**config.mk**
```make
export PLATFORM = sky130hd
export DESIGN_NAME = address_deserializer_flat
export DESIGN_NICKNAME = d
export VERILOG_FILES = /design/src/rtl/poci_pkg.sv /design/src/rtl/address_deserializer_if.sv /design/src/rtl/poci_bit_counter.sv /design/src/rtl/address_deserializer.sv /design/src/flat_wrapper.sv
export SDC_FILE = /design/constraint.sdc
export NUM_CORES = 1
export LEC_CHECK = 0
export CORE_MARGIN = 2
export CORE_UTILIZATION = 44
export CTS_CLUSTER_DIAMETER = 30
export DETAILED_ROUTE_END_ITERATION = 10
export PLACE_DENSITY = 0.78
export REMOVE_ABC_BUFFERS = 1
export SKIP_CTS_REPAIR_TIMING = 1
export SYNTH_ARGS = -nofsm -noshare
export SYNTH_HDL_FRONTEND = slang
export SYNTH_SLANG_ARGS = --single-unit
```
**constraint.sdc**
```tcl
create_clock -name sclk -period 1.8 [get_ports sclk]
set_input_delay 0.36 -clock sclk [delete_from_list [all_inputs] [get_ports sclk]]
set_output_delay 0.36 -clock sclk [all_outputs]
set_load 0.02 [all_outputs]
```
**src/rtl/poci_pkg.sv**
```systemverilog
// poci_pkg: shared constants, receiver state type and frame length helper for the POCI link
package poci_pkg;
  localparam int ADDR_W_DEFAULT = 8;
  typedef enum logic [1:0] {IDLE, SHIFT, WAIT_END} rx_state_t;
  function automatic int frame_len(input int addr_w, input bit parity);
    return addr_w + int'(parity);
  endfunction
endpackage

```
**src/rtl/address_deserializer_if.sv**
```systemverilog
// address_deserializer_if: serial link inputs and parallel word outputs of the address receiver
interface address_deserializer_if
  import poci_pkg::*;
#(parameter int ADDR_W = ADDR_W_DEFAULT);
  logic serial_in;
  logic frame_en;
  logic [ADDR_W-1:0] addr;
  logic addr_valid;
  logic frame_err;
  logic parity_err;
  modport master (output serial_in, frame_en, input addr, addr_valid, frame_err, parity_err);
  modport slave (input serial_in, frame_en, output addr, addr_valid, frame_err, parity_err);
endinterface

```
**src/rtl/poci_bit_counter.sv**
```systemverilog
// poci_bit_counter: saturating count of sampled bits with sync clear and terminal-count flag
module poci_bit_counter #(
  parameter int FLEN = 8,
  localparam int CW = $clog2(FLEN + 1)
) (
  input  logic          sclk,
  input  logic          rstn,
  input  logic          clr,
  input  logic          en,
  output logic [CW-1:0] cnt,
  output logic          tc
);
  assign tc = cnt == CW'(FLEN);
  // a clear that coincides with a sampled bit restarts the count at one
  always_ff @(posedge sclk or negedge rstn)
    if (!rstn) cnt <= '0;
    else cnt <= clr ? CW'(en) : (en && !tc) ? cnt + 1'b1 : cnt;
endmodule

```
**src/rtl/address_deserializer.sv**
```systemverilog
// address_deserializer: LSB-first serial-to-parallel receiver; PARITY_CHECK_EN adds a trailing even parity bit
module address_deserializer
  import poci_pkg::*;
#(
  parameter int ADDR_W = ADDR_W_DEFAULT
) (
  input logic sclk,
  input logic rstn,
  address_deserializer_if.slave bus
);
`ifdef PARITY_CHECK_EN
  localparam int FLEN = frame_len(ADDR_W, 1'b1);
`else
  localparam int FLEN = frame_len(ADDR_W, 1'b0);
`endif
  localparam int CW = $clog2(FLEN + 1);
  rx_state_t state;
  logic [ADDR_W-1:0] sh, next_sh, addr;
  logic [CW-1:0] cnt;
  logic tc, addr_valid, frame_err, extra, payload, last;
  poci_bit_counter #(.FLEN(FLEN)) u_cnt (
    .sclk(sclk),
    .rstn(rstn),
    .clr(state == IDLE),
    .en(bus.frame_en && state != WAIT_END),
    .cnt(cnt),
    .tc(tc)
  );
  // new bits enter at the top so the first bit received ends up in bit 0
  always_comb begin
    next_sh = sh >> 1;
    next_sh[ADDR_W-1] = bus.serial_in;
  end
  assign payload = state == IDLE || cnt < CW'(ADDR_W);
  assign last = state == IDLE ? FLEN == 1 : cnt == CW'(FLEN - 1);
  assign bus.addr = addr;
  assign bus.addr_valid = addr_valid;
  assign bus.frame_err = frame_err;
`ifdef PARITY_CHECK_EN
  logic par, parity_err;
  assign bus.parity_err = parity_err;
`else
  assign bus.parity_err = 1'b0;
`endif
  // frame FSM: assemble the word, publish it on the last bit and flag short, long or bad-parity frames
  always_ff @(posedge sclk or negedge rstn)
    if (!rstn) begin
      state <= IDLE;
      sh <= '0;
      addr <= '0;
      addr_valid <= 1'b0;
      frame_err <= 1'b0;
      extra <= 1'b0;
`ifdef PARITY_CHECK_EN
      par <= 1'b0;
      parity_err <= 1'b0;
`endif
    end else begin
      addr_valid <= 1'b0;
      frame_err <= 1'b0;
`ifdef PARITY_CHECK_EN
      parity_err <= 1'b0;
`endif
      case (state)
        IDLE, SHIFT:
          if (!bus.frame_en) begin
            frame_err <= state == SHIFT && !tc;
            state <= IDLE;
          end else begin
            if (payload) begin
              sh <= next_sh;
`ifdef PARITY_CHECK_EN
              par <= (state == IDLE ? 1'b0 : par) ^ bus.serial_in;
`endif
            end
            if (last) begin
`ifdef PARITY_CHECK_EN
              if (par ^ bus.serial_in) parity_err <= 1'b1;
              else begin
                addr <= sh;
                addr_valid <= 1'b1;
              end
`else
              addr <= next_sh;
              addr_valid <= 1'b1;
`endif
              extra <= 1'b0;
              state <= WAIT_END;
            end else state <= SHIFT;
          end
        default:
          if (!bus.frame_en) state <= IDLE;
          else if (!extra) begin
            frame_err <= 1'b1;
            extra <= 1'b1;
          end
      endcase
    end
endmodule

```
**src/flat_wrapper.sv**
```systemverilog
// flat-port wrapper written by rule: the top's interface ports become plain ports
module address_deserializer_flat import poci_pkg::*;
#(
  parameter int ADDR_W = ADDR_W_DEFAULT
)
  (sclk, rstn, bus_serial_in, bus_frame_en, bus_addr, bus_addr_valid, bus_frame_err, bus_parity_err);
  address_deserializer_if #(.ADDR_W(ADDR_W)) bus_i ();
  input logic sclk;
  input logic rstn;
  input wire logic [$bits(bus_i.serial_in)-1:0] bus_serial_in;
  input wire logic [$bits(bus_i.frame_en)-1:0] bus_frame_en;
  output wire logic [$bits(bus_i.addr)-1:0] bus_addr;
  output wire logic [$bits(bus_i.addr_valid)-1:0] bus_addr_valid;
  output wire logic [$bits(bus_i.frame_err)-1:0] bus_frame_err;
  output wire logic [$bits(bus_i.parity_err)-1:0] bus_parity_err;
  assign bus_i.serial_in = bus_serial_in;
  assign bus_i.frame_en = bus_frame_en;
  assign bus_addr = bus_i.addr;
  assign bus_addr_valid = bus_i.addr_valid;
  assign bus_frame_err = bus_i.frame_err;
  assign bus_parity_err = bus_i.parity_err;
  address_deserializer #(.ADDR_W(ADDR_W)) u_core (.sclk(sclk), .rstn(rstn), .bus(bus_i));
endmodule
```
# After elaboration in Yosys (flattened, before gate mapping)

Cells that the tools add are included.

Add/sub/neg operators: 1
Order comparisons: 1
Eq/ne operators: 6
Multiplexer cells: 18
Reduce and logical (&&, ||, !) cells: 11

Operators with widths:

| operator            | count |
|---|---|
| $mux 1              | 12 |
| $mux 2              | 4 |
| $mux 4              | 2 |
| $reduce_and 3->1    | 2 |
| $add 4x1->4 const B | 1 |
| $eq 4x3->1 const B  | 1 |
| $eq 4x4->1 const B  | 1 |
| $lt 4x4->1 const B  | 1 |
| $ne 2x1->1 const B  | 2 |
| $logic_and 1x1->1   | 3 |
| $eq 2x1->1 const B  | 1 |
| $logic_not 2->1     | 1 |
| $ne 2x2->1 const B  | 1 |
| $reduce_and 2->1    | 1 |
| $reduce_bool 2->1   | 1 |
| $reduce_or 2->1     | 1 |
| $logic_not 1->1     | 1 |
| $logic_or 1x1->1    | 1 |

Register bits: 25
Output and inout port bits: 11
Word-level logic and storage cells: 44

# Logic depth before layout (Yosys ltp)

Word-level depth: 5
Mapped depth: 5
Mapped depth without buffers: 5

# Cells and area by module

A second synthesis with hierarchy kept.

Cell total of the unflattened synthesis: 78
Area, all modules: 1051.0 µm²

By module, submodules not included:

| module               | instances | cells each | area an instance (µm²) |
|---|---|---|---|
| address_deserializer | 1         | 55         | 809.5 |
| poci_bit_counter     | 1         | 23         | 241.5 |

# Worst setup path before layout

OpenSTA, ideal clock, no wires.

Kind: register -> register
Start point: reg u_core.u_cnt.cnt[0]
End point: reg u_core.addr[7] (netlist: u_core.bus.addr[7])
Data arrival time: 1.390 ns
Data required time: 1.675 ns
Setup slack: 0.285 ns
Cell stages (with the launch flop): 5
Period minus slack after synthesis: 1.515 ns
Path through: dfrtp_1 > ha_1 > nand4b_4 > nor3_4 > mux2_2

Cells in the longest elaborated chain, start to end: 3

Ends and longest elaborated chain:

| element                    | RTL line                   | text |
|---|---|---|
| start, declared            | poci_bit_counter.sv:10     | `output logic [CW-1:0] cnt,` |
| start signal, assigned     | poci_bit_counter.sv:17     | `else cnt <= clr ? CW'(en) : (en && !tc) ? cnt + 1'b1 : cnt;` |
| $eq 4x3->1                 | address_deserializer.sv:35 | `assign last = state == IDLE ? FLEN == 1 : cnt == CW'(FLEN - 1);` |
| $mux 1                     | address_deserializer.sv:35 |  |
| $reduce_and 3->1 (no line) | --                         |  |
| end signal, assigned       | address_deserializer.sv:84 | `addr <= next_sh;` |
| end, declared              | address_deserializer.sv:18 | `logic [ADDR_W-1:0] sh, next_sh, addr;` |

No other way between the ends.
A chain may end at the register's enable or synchronous reset.

# Worst setup path after layout

Start point: reg u_core.addr[7] (netlist: u_core.bus.addr[7])
End point: out bus_addr[7]

RTL lines:

| element       | RTL line           | text |
|---|---|---|
| end, declared | flat_wrapper.sv:12 | `output wire logic [$bits(bus_i.addr)-1:0] bus_addr;` |

No word-level cell between the ends.

==> summary.txt <==
Routing
  • Met1 WL: 745 um
  • Drt first pass iters: 4
  • DR vias: 664
  • Highest metal used: met4
  • Post-route ant nets: 0
  • Wire per inst: 13.0 um
  • Routed length on met2: 838 um
  • Routed WL: 1.65 mm
  • Detail Route met3 WL: 46 um
  • Iter 0 DRT Violations: 5
  • DRC Markers: 0
  • Via/cell ratio: 5.23

Die
  • Core area: 2230 sq um
  • Initial Util: 0.469
  • Die Y: 52.8 um
  • Die footprint: 2790 sq um
  • FP Rows: 17
  • # IOs: 15
  • Die Wd: 52.8 um

Logic synthesis
  • Yosys warns: 0
  • Mean post-synth cell area: 13.1 sq um
  • Adder-cell share of the synthesized area: 0.0239
  • XOR/XNOR Fraction of Synth Area: 0.00835
  • Largest family of logic cells by synthesized area: multiplexers
  • Post-synthesis cell type count: 26
  • Post-Syn Area: 1050 sq um
  • Post-synthesis compound-gate area fraction: 0.0597
  • Mux cell area share after synthesis: 0.181
  • Post-synthesis sequential area ratio: 0.573
  • Synth Register Bits: 24
  • Synth Area in Simple Gates: 0.117
  • Post-Syn Instances: 80

Worst setup path
  • Crit path DAT: 1.28 ns
  • Crit path kind: reg2out
  • Slowest library cell on the worst path: clkdlybuf4s50_1
  • FF-to-FF path depth: 5
  • Crit path required time: 1.44 ns
  • Launch point of the worst reg-to-reg path: u_core.u_cnt.cnt[1]
  • Largest delay share family, worst path: buffers and inverters
  • Reg-to-reg critical path endpoint: u_core.bus.addr[2]
  • Crit-path cells: clkdlybuf4s50_1
  • CP max stage delay: 0.61 ns
  • Critical Path End Type: output port
  • CP startpoint kind: flip-flop
  • Crit-path max FO: 2
  • R2R Setup Slk: 0.22 ns
  • Buffers & Inverters on Critical Path: 1

Pwr
  • LEAKAGE: 0.596 nW
  • Worst VDD drop: 0.696 mV
  • P per Cell Area: 843 nW/um^2

Global routing
  • Global-route wire length before repair: 2.93 mm
  • Tot GR Track Use: 0.147
  • Grt ovf: 0
  • Number of global-route vias before repair: 649
  • Pin count of the biggest net entering global routing: 25
  • Initial antenna violation count: 0

Timing
  • Period utilization: 0.912
  • Final Max Tran Viols: 0
  • Tmin final: 1.64 ns
  • Setup TNS: 0 ns
  • Final setup vio count: 0
  • F_max: 609 MHz
  • Worst Skew: 0.00251 ns
  • RSZ-0062 raised after global routing: no
  • Final hold viol count: 0
  • Setup slack after layout: 0.158 ns
  • Hold slack: 0.385 ns

Clocking
  • Clk slew on worst S/H paths: 0.13 ns
  • Clock Latency Late Sink: 0.30 ns
  • CTS tree: built
  • Htree depth: 1
  • Max Buffers Root-to-Sink: 2
  • CTS sink count: 24
  • CTS buffer count: 3
  • Root buffer cell: clkbuf_4

Min path
  • Worst hold path class: in2async

Cells and area
  • Synthesis-to-finish area growth: 22.1%
  • Most frequent cells in the layout: dfrtp_1 (24), mux2_2 (16), clkdlybuf4s50_1 (13)
  • Share of layout cells above drive strength 1: 0.293
  • Most common cell after layout, fill and taps aside: dfrtp_1
  • Nets: 106
  • Antenna fix cells: 0

Placed design
  • IO Port Bufs: 13
  • RD Place Congestion: 0.847
  • Hpwl dp: 1.24 mm
  • Worst slack, placed: 0.0203 ns

Run
  • Max Cap Viol: 0

Outcome
  • Outcome: complete, no violations
==> flip-flops by register name, summed over array words and instances (netlist names) <==
register	flops
u_core.bus.frame_err	1
u_core.u_cnt.cnt	4
u_core.bus.addr_valid	1
u_core.sh	7
u_core.extra	1
u_core.state	2
u_core.bus.addr	8
==> logic make-up (layout without fill, tap and decap cells) <==
kind of cell	after synthesis	after routing
flip-flops	24	24
AND/OR/NAND/NOR	19	19
multiplexers	17	17
adder cells (fa/ha/maj)	2	2
other	1	1
XOR/XNOR	1	1
AO/OA/AOI/OAI	9	9
buffers and inverters	7	26
==> Yosys cell counts <==
cell / count / area share
xnor2_1: 1 / 0.0084
inv_1: 3 / 0.011
nor2_1: 1 / 0.0036
nor3_1: 1 / 0.0048
a211oi_1: 1 / 0.0072
nor3_4: 1 / 0.016
a221oi_1: 1 / 0.0084
a21o_1: 1 / 0.0072
nand3b_1: 1 / 0.0072
clkbuf_2: 1 / 0.0048
inv_2: 1 / 0.0036
nand4b_4: 1 / 0.023
nand4_1: 3 / 0.018
conb_1: 1 / 0.0036
dfrtp_1: 24 / 0.57
mux2_2: 16 / 0.17
buf_4: 2 / 0.014
nand2_1: 8 / 0.029
o21ai_0: 2 / 0.0095
a22o_1: 1 / 0.0084
a22o_2: 1 / 0.0095
nand3_1: 1 / 0.0048
mux2i_1: 1 / 0.0095
a21oi_1: 2 / 0.0095
ha_1: 2 / 0.024
nor2b_1: 2 / 0.012
==> metal layers <==
| metal | GRT usage | up-vias |
|---|---|---|
| li1 | - | 315 |
| met1 | 0.199 | 338 |
| met2 | 0.229 | 9 |
| met3 | 0.0343 | 2 |
| met4 | 0.0513 | 0 |
| met5 | 0 | - |
==> per-stage QoR <==
| step | total power, W | area [sq um] | std cells | utilization |
|---|---|---|---|---|
| after floorplan | 0.000740 | 1030 | 77 | - |
| after global placement | 0.000806 | 1240 | 123 | 0.557 |
| after detailed placement | 0.000816 | 1240 | 123 | 0.557 |
| after CTS | 0.00109 | 1280 | 127 | 0.573 |
| after global routing | 0.00114 | 1280 | 127 | 0.573 |
| final | 0.00108 | 1280 | 127 | 0.573 |
==> final cells by class <==
type / instances / area, sq um
repair buffers: 18 / 180
clock buffers: 4 / 36.3
flip-flops and latches: 24 / 601
inverters: 4 / 15.0
multi-input cells: 49 / 413
well taps: 28 / 35.0
fillers: 184 / 953
==> power breakdown <==
part           leakage (nW)  internal (W)  switching, W  total [W]
registers             0.310      0.000602     0.0000445   0.000646
clock network        0.0210      0.000123      0.000154   0.000277
logic                 0.264     0.0000867     0.0000687   0.000155
==> how the worst max path moves through the flow <==
stage / end / cells past startpoint / from / slack [ns]
floorplan: u_core.bus.addr[7] / 4 / u_core.u_cnt.cnt[0] / 0.28
global placement: u_core.bus.addr[5] / 5 / bus_frame_en / 0.04
detailed placement: u_core.bus.addr[2] / 5 / bus_frame_en / 0.02
CTS: bus_addr[7] / 1 / u_core.bus.addr[7] / 0.14
global route: bus_addr[2] / 1 / u_core.bus.addr[2] / 0.09
finish: bus_addr[7] / 1 / u_core.bus.addr[7] / 0.16
(Power assumes the default switching activity.)
